**src/rtl/aes_rcon_gen.sv**
```systemverilog
// ---------------------------------------------------------------------------
// aes_rcon_gen -- AES key-schedule round-constant generator.
//
// Produces the rcon sequence for AES-128/192/256. rcon is computed
// arithmetically in GF(2^8) with polynomial 0x11B, not looked up. A load
// (kld) restarts the sequence. Each knxt advances one step until the
// terminal constant for the loaded key length is reached. The sequence
// does not wrap.
//
// Optional feature: define AES_RCON_REV_EN to support the reverse
// (decrypt-schedule) direction. Without it, dir is ignored, every load is
// forward, and the reverse datapath is not built.
//
// Parameters:
//   OUT_W      width of out (multiple of 8, >= 8)
//   RCON_BYTE  byte lane of out that carries rcon
//
// Ports:
//   clk      in   clock, rising edge
//   rst      in   asynchronous active-high reset
//   kld      in   load / restart the sequence (wins over knxt)
//   knxt     in   advance to the next constant
//   key_len  in   2  key size sampled on kld (00=128, 01=192, 10=256,
//                    11=illegal, loads as 128 and pulses err)
//   dir      in   direction sampled on kld (0=forward, 1=reverse)
//   out      out  OUT_W  rcon in lane RCON_BYTE, all other bits zero
//   rcnt     out  4  index of the current constant
//   last     out  current constant is the terminal one
//   busy     out  loaded and not yet terminal
//   err      out  one-cycle pulse: illegal key_len load, or knxt while last
//
// State table:
//   S_IDLE | nothing loaded since reset; knxt is ignored
//   S_RUN  | sequence loaded, not at its terminal constant (busy)
//   S_TERM | terminal constant reached (last); knxt raises err
// ---------------------------------------------------------------------------
module aes_rcon_gen #(
  parameter int OUT_W     = 32,
  parameter int RCON_BYTE = OUT_W / 8 - 1
) (
  input  logic             clk,
  input  logic             rst,
  input  logic             kld,
  input  logic             knxt,
  input  logic [1:0]       key_len,
  input  logic             dir,
  output logic [OUT_W-1:0] out,
  output logic [3:0]       rcnt,
  output logic             last,
  output logic             busy,
  output logic             err
);

  typedef enum logic [1:0] {
    S_IDLE = 2'd0,
    S_RUN  = 2'd1,
    S_TERM = 2'd2
  } state_t;

  state_t      state, state_nx;
  logic [7:0]  rcon, rcon_nx;
  logic [3:0]  rcnt_q, rcnt_nx;
  logic [1:0]  len_q, len_nx;
  logic        err_q, err_nx;

  logic [1:0]  len_ld;
  logic        len_bad;
  logic [7:0]  rcon_step;
  logic [3:0]  rcnt_step;
  logic        step_end;

  // Number of constants in the sequence for a (legal) key length.
  function automatic logic [3:0] seq_len(input logic [1:0] len);
    case (len)
      2'b01:   seq_len = 4'd8;
      2'b10:   seq_len = 4'd7;
      default: seq_len = 4'd10;
    endcase
  endfunction

  // Multiply by x in GF(2^8) mod 0x11B.
  function automatic logic [7:0] gf_xtime(input logic [7:0] v);
    gf_xtime = {v[6:0], 1'b0} ^ (v[7] ? 8'h1B : 8'h00);
  endfunction

  assign len_bad = (key_len == 2'b11);
  assign len_ld  = len_bad ? 2'b00 : key_len;

`ifdef AES_RCON_REV_EN
  logic rev_q;

  // Divide by x in GF(2^8): exact inverse of gf_xtime.
  function automatic logic [7:0] gf_xdiv(input logic [7:0] v);
    gf_xdiv = v[0] ? (((v ^ 8'h1B) >> 1) | 8'h80) : (v >> 1);
  endfunction

  // Terminal constant of the forward sequence, i.e. the reverse start.
  function automatic logic [7:0] term_rcon(input logic [1:0] len);
    case (len)
      2'b01:   term_rcon = 8'h80;
      2'b10:   term_rcon = 8'h40;
      default: term_rcon = 8'h36;
    endcase
  endfunction

  always_ff @(posedge clk or posedge rst) begin
    if (rst)      rev_q <= 1'b0;
    else if (kld) rev_q <= dir;
  end

  always_comb begin
    rcon_step = gf_xtime(rcon);
    rcnt_step = rcnt_q + 4'd1;
    step_end  = (rcnt_step == (seq_len(len_q) - 4'd1));
    if (rev_q) begin
      rcon_step = gf_xdiv(rcon);
      rcnt_step = rcnt_q - 4'd1;
      step_end  = (rcnt_q == 4'd1);
    end
  end
`else
  logic unused_dir;
  assign unused_dir = dir;

  always_comb begin
    rcon_step = gf_xtime(rcon);
    rcnt_step = rcnt_q + 4'd1;
    step_end  = (rcnt_step == (seq_len(len_q) - 4'd1));
  end
`endif

  always_ff @(posedge clk or posedge rst) begin
    if (rst) begin
      state  <= S_IDLE;
      rcon   <= 8'h00;
      rcnt_q <= 4'd0;
      len_q  <= 2'b00;
      err_q  <= 1'b0;
    end else begin
      state  <= state_nx;
      rcon   <= rcon_nx;
      rcnt_q <= rcnt_nx;
      len_q  <= len_nx;
      err_q  <= err_nx;
    end
  end

  always_comb begin
    state_nx = state;
    rcon_nx  = rcon;
    rcnt_nx  = rcnt_q;
    len_nx   = len_q;
    err_nx   = 1'b0;

    if (kld) begin
      // Shortest sequence is 7, so a load never lands on the terminal.
      len_nx   = len_ld;
      err_nx   = len_bad;
      state_nx = S_RUN;
      rcon_nx  = 8'h01;
      rcnt_nx  = 4'd0;
`ifdef AES_RCON_REV_EN
      if (dir) begin
        rcon_nx = term_rcon(len_ld);
        rcnt_nx = seq_len(len_ld) - 4'd1;
      end
`endif
    end else if (knxt) begin
      case (state)
        S_RUN: begin
          rcon_nx = rcon_step;
          rcnt_nx = rcnt_step;
          if (step_end) state_nx = S_TERM;
        end
        S_TERM:  err_nx = 1'b1;
        default: ;
      endcase
    end
  end

  always_comb begin
    out = '0;
    out[RCON_BYTE*8 +: 8] = rcon;
  end

  assign rcnt = rcnt_q;
  assign last = (state == S_TERM);
  assign busy = (state == S_RUN);
  assign err  = err_q;

endmodule

```
**config.mk**
```make
export PLATFORM = sky130hd
export DESIGN_NAME = aes_rcon_gen
export DESIGN_NICKNAME = d
export VERILOG_FILES = /design/src/rtl/aes_rcon_gen.sv
export SDC_FILE = /design/constraint.sdc
export NUM_CORES = 1
export LEC_CHECK = 0
export CAP_MARGIN = 20
export CORE_MARGIN = 10
export CORE_UTILIZATION = 41
export DETAILED_ROUTE_END_ITERATION = 10
export PLACE_DENSITY = 0.81
export SKIP_LAST_GASP = 1
export SYNTH_ARGS = -nofsm -noshare
export SYNTH_HDL_FRONTEND = slang
export SYNTH_SLANG_ARGS = --single-unit
```
**constraint.sdc**
```tcl
create_clock -name clk -period 2.7 [get_ports clk]
set_clock_uncertainty 0.1 [all_clocks]
set_input_delay 0.81 -clock clk [delete_from_list [all_inputs] [get_ports clk]]
set_output_delay 0.81 -clock clk [all_outputs]
set_load 0.1 [all_outputs]
```
Yosys cells after proc, flatten, opt, wreduce, memory -nomap -nowiden --
Cells that the tools add are included.
Word-level totals: bits in registers 17, bits of input ports 7, output and inout port bits 39, logic and storage cells 35
Operators by class: add/subtract/negate cells 2, eq/ne operators 6, mux-type cells 16, bitwise operators 1, reduce and logical (&&, ||, !) cells 5
Operators by type and width (count):
- $mux W8 | 3
- $mux W4 | 3
- $mux W2 | 5
- $pmux W4 S2 | 1
- $xor A8 B5 Y8 | 1
- $eq A2 B2 Y1 const B | 3
- $reduce_bool A2 Y1 | 3
- $mux W5 | 1
- $add A4 B1 Y4 const B | 1
- $eq A2 B1 Y1 const B | 2
- $eq A4 B4 Y1 | 1
- $sub A4 B1 Y4 const B | 1
- $mux W1 | 3
- $reduce_and A3 Y1 | 1
- $reduce_and A2 Y1 | 1

Longest topological paths before layout --
word-level depth 8, mapped depth 6, gate-level depth less buffers 6

Worst setup path before layout --
Ideal clock, no wire load.
kind register to register, from register rcnt_q[0], in the netlist rcnt[0], to register state[0], setup time 0.121 ns, arrival 2.378 ns, data required time 2.479 ns, setup slack 0.100 ns, stages on the path, launching flop included 6, path buffers 0, period minus slack after synthesis 2.600 ns, cell sequence dfrtp_1 ha_1 and4bb_2 nor3_1 or4_4 o22a_1
Between the ends: cells in the longest elaborated chain, start to end 4
Ends and longest elaborated chain:
- start, declared | line 62 | logic [3:0] rcnt_q, rcnt_nx;
- start signal, assigned | line 142 | rcnt_q <= rcnt_nx;
- $add A4 B1 Y4 | line 127 | rcnt_step = rcnt_q + 4'd1;
- $eq A4 B4 Y1 | line 128 | step_end = (rcnt_step == (seq_len(len_q) - 4'd1));
- $reduce_bool A2 Y1 (no source line)
- $reduce_and A3 Y1 (no source line)
- end signal, assigned | line 140 | state <= state_nx;
- end, declared | line 60 | state_t state, state_nx;
Every way passes these cells. A chain may end at the register's enable or synchronous reset.

Worst setup path after layout --
from input port knxt, to register state[0]
Between the ends: cells in the longest elaborated chain, start to end 2
Ends and longest elaborated chain:
- start, declared | line 44 | input logic knxt,
- $reduce_bool A2 Y1 (no source line)
- $reduce_and A3 Y1 (no source line)
Every way passes these cells.

==> results <==
- The run finished with clean final reports.
- The number of resized instances in the post-cts repair step is 0.
- The worst voltage drop across the vdd grid is about 320 uV.
- Counting along the longest clock path gives a buffer depth of 2.
- After the first detailed-routing iteration, the DRC count stood at 14.
- The clock transition time at the flip-flop clock pins of the worst setup and hold paths is 0.10 ns.
- At the worst endpoint, the required time is 2.78 ns.
- The quantity of I/O buffers inserted on ports is 20.
- The number of placed instances, taps included, is ~160.
- The actual slew at the worst max-slew pin is 0.6338 ns.
- After detailed routing, the average wire length per cell comes to ~14 um.
- The share of Yosys cell area claimed by the top area cell type is 0.4111.
- The routed via count is between 700 and 800.
- The internal power is 363.0 uW.
- The global-route wire length before repair is between 3 and 4 mm.
- Across every metal layer, demand over resource in global routing totals 0.09028.
- For this design the total switching power over the nets is ~350 uW.
- The highest clock frequency the design can meet is ~0.48 GHz.
- The combinational family with the most area after synthesis is buffers and inverters.
- Of the cells placed in the final design, the portion with a size suffix greater than 1 is 0.1894.
- The top cell types in the final layout, fill and taps aside, are sky130_fd_sc_hd__conb_1, sky130_fd_sc_hd__nand2_1, sky130_fd_sc_hd__dfrtp_1.
- The share of the Yosys chip area taken by registers is 0.4111.
- The count of fill cells added during filler insertion is 254.
- For this configuration, the core starts out at a cell density of 0.4254.
- The die width is between 70 and 80 um.
- The static leakage is about 0.00056 uW.
- The number of diodes is 0.
- Data on the critical path arrives at its endpoint at around 2.2 ns.
- The library cell used most frequently in the layout, excluding fill and tap cells, is sky130_fd_sc_hd__conb_1.
- The count of nets left with antenna violations once routing finished came out at 0.
- The post-route minimum period is approximately 2.1 ns.
- The placer congestion estimate is just over 0.7.
- After synthesis, the netlist uses 28 different library cells.
- In the final timing run, aggregate negative setup slack is 0 ns.
- The post-synthesis compound-gate area fraction is 0.08102.
- The number of endpoints with negative hold slack in the final report is 0.
- On the final layout, the worst hold slack is ~0.45 ns.
- In the final routing, the length of wire on met1 measures 882 um.
- The share of total power dissipated in combinational logic is 0.423.
- The total power of the final layout is slightly above 700 uW.
- The peak fanout along the critical path is 7.
- The number of standard cells after synthesis is 113.
- In this run the cell area measured after placement is around 1100 um2.
- The worst setup path is launched from a primary input.
- For the worst-skew pair, the clock arrives at the later sink with an insertion delay of about 0.28 ns.
- In this run the clock root is driven by a sky130_fd_sc_hd__clkbuf_4.
- Of the total power, the share spent switching nets is 0.4894.
- The total congestion overflow is 0.
- Pin placement for this block handled 46 I/O pins.
- The number of optimization iterations in the first detailed-route pass is 4.
- The count of pins over their slew limit is 0.
- The path class of the tightest hold or removal check is reg -> reg.
- Detailed placement finished with a half-perimeter wire length of roughly 1.8 mm.
- Of the post-synthesis cell area, the part taken by muxes is 0.009674.
- The routed design uses ~1.1 mm of met2 wire.
- Synthesis inferred 17 register bits.
- Traced cell by cell, the critical path runs through clkdlybuf4s50_1 -> nand2_4 -> or4_4 -> o22a_1.
- The number of setup buffers added after CTS is 0.
- The finished layout holds roughly 160 standard cells, fillers aside.
- Setup repair after global routing left no endpoint under its margin.
- The largest incremental delay on the critical path is approximately 0.55 ns.
- The multi-input combinational cells in the finished layout cover a total of around 480 um2.
- The sequential fraction of design power is 0.392.
- For this block, the routed nets add up to between 2 and 2.5 mm of wire.
- The standard cell with the maximum stage delay on the critical path is sky130_fd_sc_hd__clkdlybuf4s50_1.
- The cell accounting for the most synthesized area is sky130_fd_sc_hd__dfrtp_1.
- The initial antenna violation count is 0.
- The synthesized area per cell is 9.157 um2.
- The hold-fix buffer count after cts is 0.
- The total number of placement rows is 18.
- The setup violation total in the final timing report is 0.
- The worst pin sits at a relative slew slack of 0.5770.
- TritonCTS built the clock tree.
- The floorplan step defined a core boundary enclosing approximately 2400 um2.
- STA classifies the critical path endpoint as a flip-flop.
- The number of warnings printed during yosys synthesis is 0.
- Once layout is done, the placed cells without fillers occupy between 1000 and 1500 um2.
- Sorting the synthesized cells by area gives the leading types as sky130_fd_sc_hd__dfrtp_1, sky130_fd_sc_hd__buf_4, sky130_fd_sc_hd__nand2_1, sky130_fd_sc_hd__xnor2_1, sky130_fd_sc_hd__xor2_1.
- The critical path class is in -> reg.
- The part of the cycle the worst path needs is 0.7698.
- The total CTS buffers is 3.
- The sequential cells in the finished layout cover a total of roughly 430 um2.
- The chip height is ~70 um.
- Of the total synthesized cell area, the portion taken by AND, OR, NAND and NOR gates is 0.1947.
- The final layout contains ~140 nets.
- Max-cap violations in this run came to 0.
- The area of the die is 4933 um2.
- Of the total synthesized cell area, the portion taken by full adders, half adders and majority gates is 0.02418.
- Routed signal wires occupy layers up through met4.
- The pin count of the biggest net entering global routing is 21.
- Counting instances, the worst hold path has a depth of 2.
- The clock net sink count is 17.
- The number of global-route vias before repair came to 880.
- The via-per-instance ratio is between 4 and 5.
- Of the total synthesized cell area, the portion taken by XOR and XNOR cells is 0.06771.
- For this design the ratio of total power to cell area is 608.3 nW/um2.
- Compared with the post-synthesis result, the final layout area differs by 12.94%.
- The total number of H-tree levels is 1.
- Detailed routing placed a total of between 200 and 250 um of wire on met3.
- The clock share of power is 0.185.
- The number of cells on the worst reg-to-reg path is 5.
- The post-synthesis cell area is 1035 um2.
- The total DRC errors in the routed layout is 0.
routing by layer:
| metal | GRT usage | vias up |
|---|---|---|
| met3 | 0.04096 | 2 |
| met5 | 0 | - |
| met4 | 0.03070 | 0 |
| met2 | 0.1557 | 34 |
| met1 | 0.09411 | 364 |
| li1 | - | 362 |
worst paths after layout:
path	slack [ns]	start	to
max	0.62	knxt	state[0]
max in group asynchronous	1.29	rst	rcon[0]
max reg2reg	0.65	rcnt[0]	state[0]
min in group asynchronous	0.79	rst	state[1]
min reg2reg	0.45	len_q[0]	len_q[0]
min	0.45	len_q[0]	len_q[0]
metrics by stage:
step,setup slack (ns),util
global placement,0.3437,0.4691
global route,0.5318,0.4805
finish,0.6216,0.4805
detailed placement,0.3214,0.4691
CTS,0.6057,0.4805
floorplan,0.1004,-
sequential cells by signal, indices dropped and copies added (netlist names):
signal,flops
err,1
len_q,2
rcnt,4
rcon,8
state,2
cells in the mapped netlist:
master                      n
sky130_fd_sc_hd__mux2i_1    1
sky130_fd_sc_hd__clkbuf_1   4
sky130_fd_sc_hd__nand4_1    1
sky130_fd_sc_hd__and2b_2    1
sky130_fd_sc_hd__a21oi_1    5
sky130_fd_sc_hd__inv_1      4
sky130_fd_sc_hd__dfrtp_1   17
sky130_fd_sc_hd__nor3_1     1
sky130_fd_sc_hd__nand2_1   17
sky130_fd_sc_hd__nand3_1    1
sky130_fd_sc_hd__nand3b_1   3
sky130_fd_sc_hd__o21ai_0    3
sky130_fd_sc_hd__buf_2      1
sky130_fd_sc_hd__a211oi_1   3
sky130_fd_sc_hd__and4bb_2   1
sky130_fd_sc_hd__conb_1     1
sky130_fd_sc_hd__nand2b_1   1
sky130_fd_sc_hd__xor2_1     4
sky130_fd_sc_hd__o22a_1     1
sky130_fd_sc_hd__nor2_1     7
sky130_fd_sc_hd__buf_4     24
sky130_fd_sc_hd__or4_4      1
sky130_fd_sc_hd__and4bb_1   1
sky130_fd_sc_hd__ha_1       2
sky130_fd_sc_hd__and3b_2    1
sky130_fd_sc_hd__xnor2_1    4
sky130_fd_sc_hd__nand2_4    1
sky130_fd_sc_hd__o22ai_1    2
power by group through the flow:
stage	clock network (uW)	logic (uW)	registers, uW
floorplan	0	219	351
global placement	0	296	283
detailed placement	0	300	284
CTS	136	300	279
global route	151	313	282
finish	132	300	279
kinds of logic (layout without fill, tap and decap cells):
logic type | count (synthesis) | after routing
AOI/OAI and AO/OA | 14 | 14
xor gates and xnor gates | 8 | 8
adders and majority gates | 2 | 2
buffers and inverters | 33 | 29
DFF | 17 | 17
muxes | 1 | 1
other | 1 | 24
and+or+nand+nor | 37 | 37
critical path, delay by kind of cell:
family | cells | cell delay (ns)
compound gates | 1 | 0.17
simple gates | 2 | 0.63
buf+inv | 1 | 0.55
area by class of cell:
class	count	area share
Timing Repair Buffer	21	0.1563
Multi-Input combinational cell	86	0.4111
Clock inverter	1	0.004283
Sequential cell	17	0.3640
Clock buffer	3	0.01927
Tap cell	30	0.03212
Inverter	4	0.01285
Note: power is estimated with default switching activity, not from simulation.
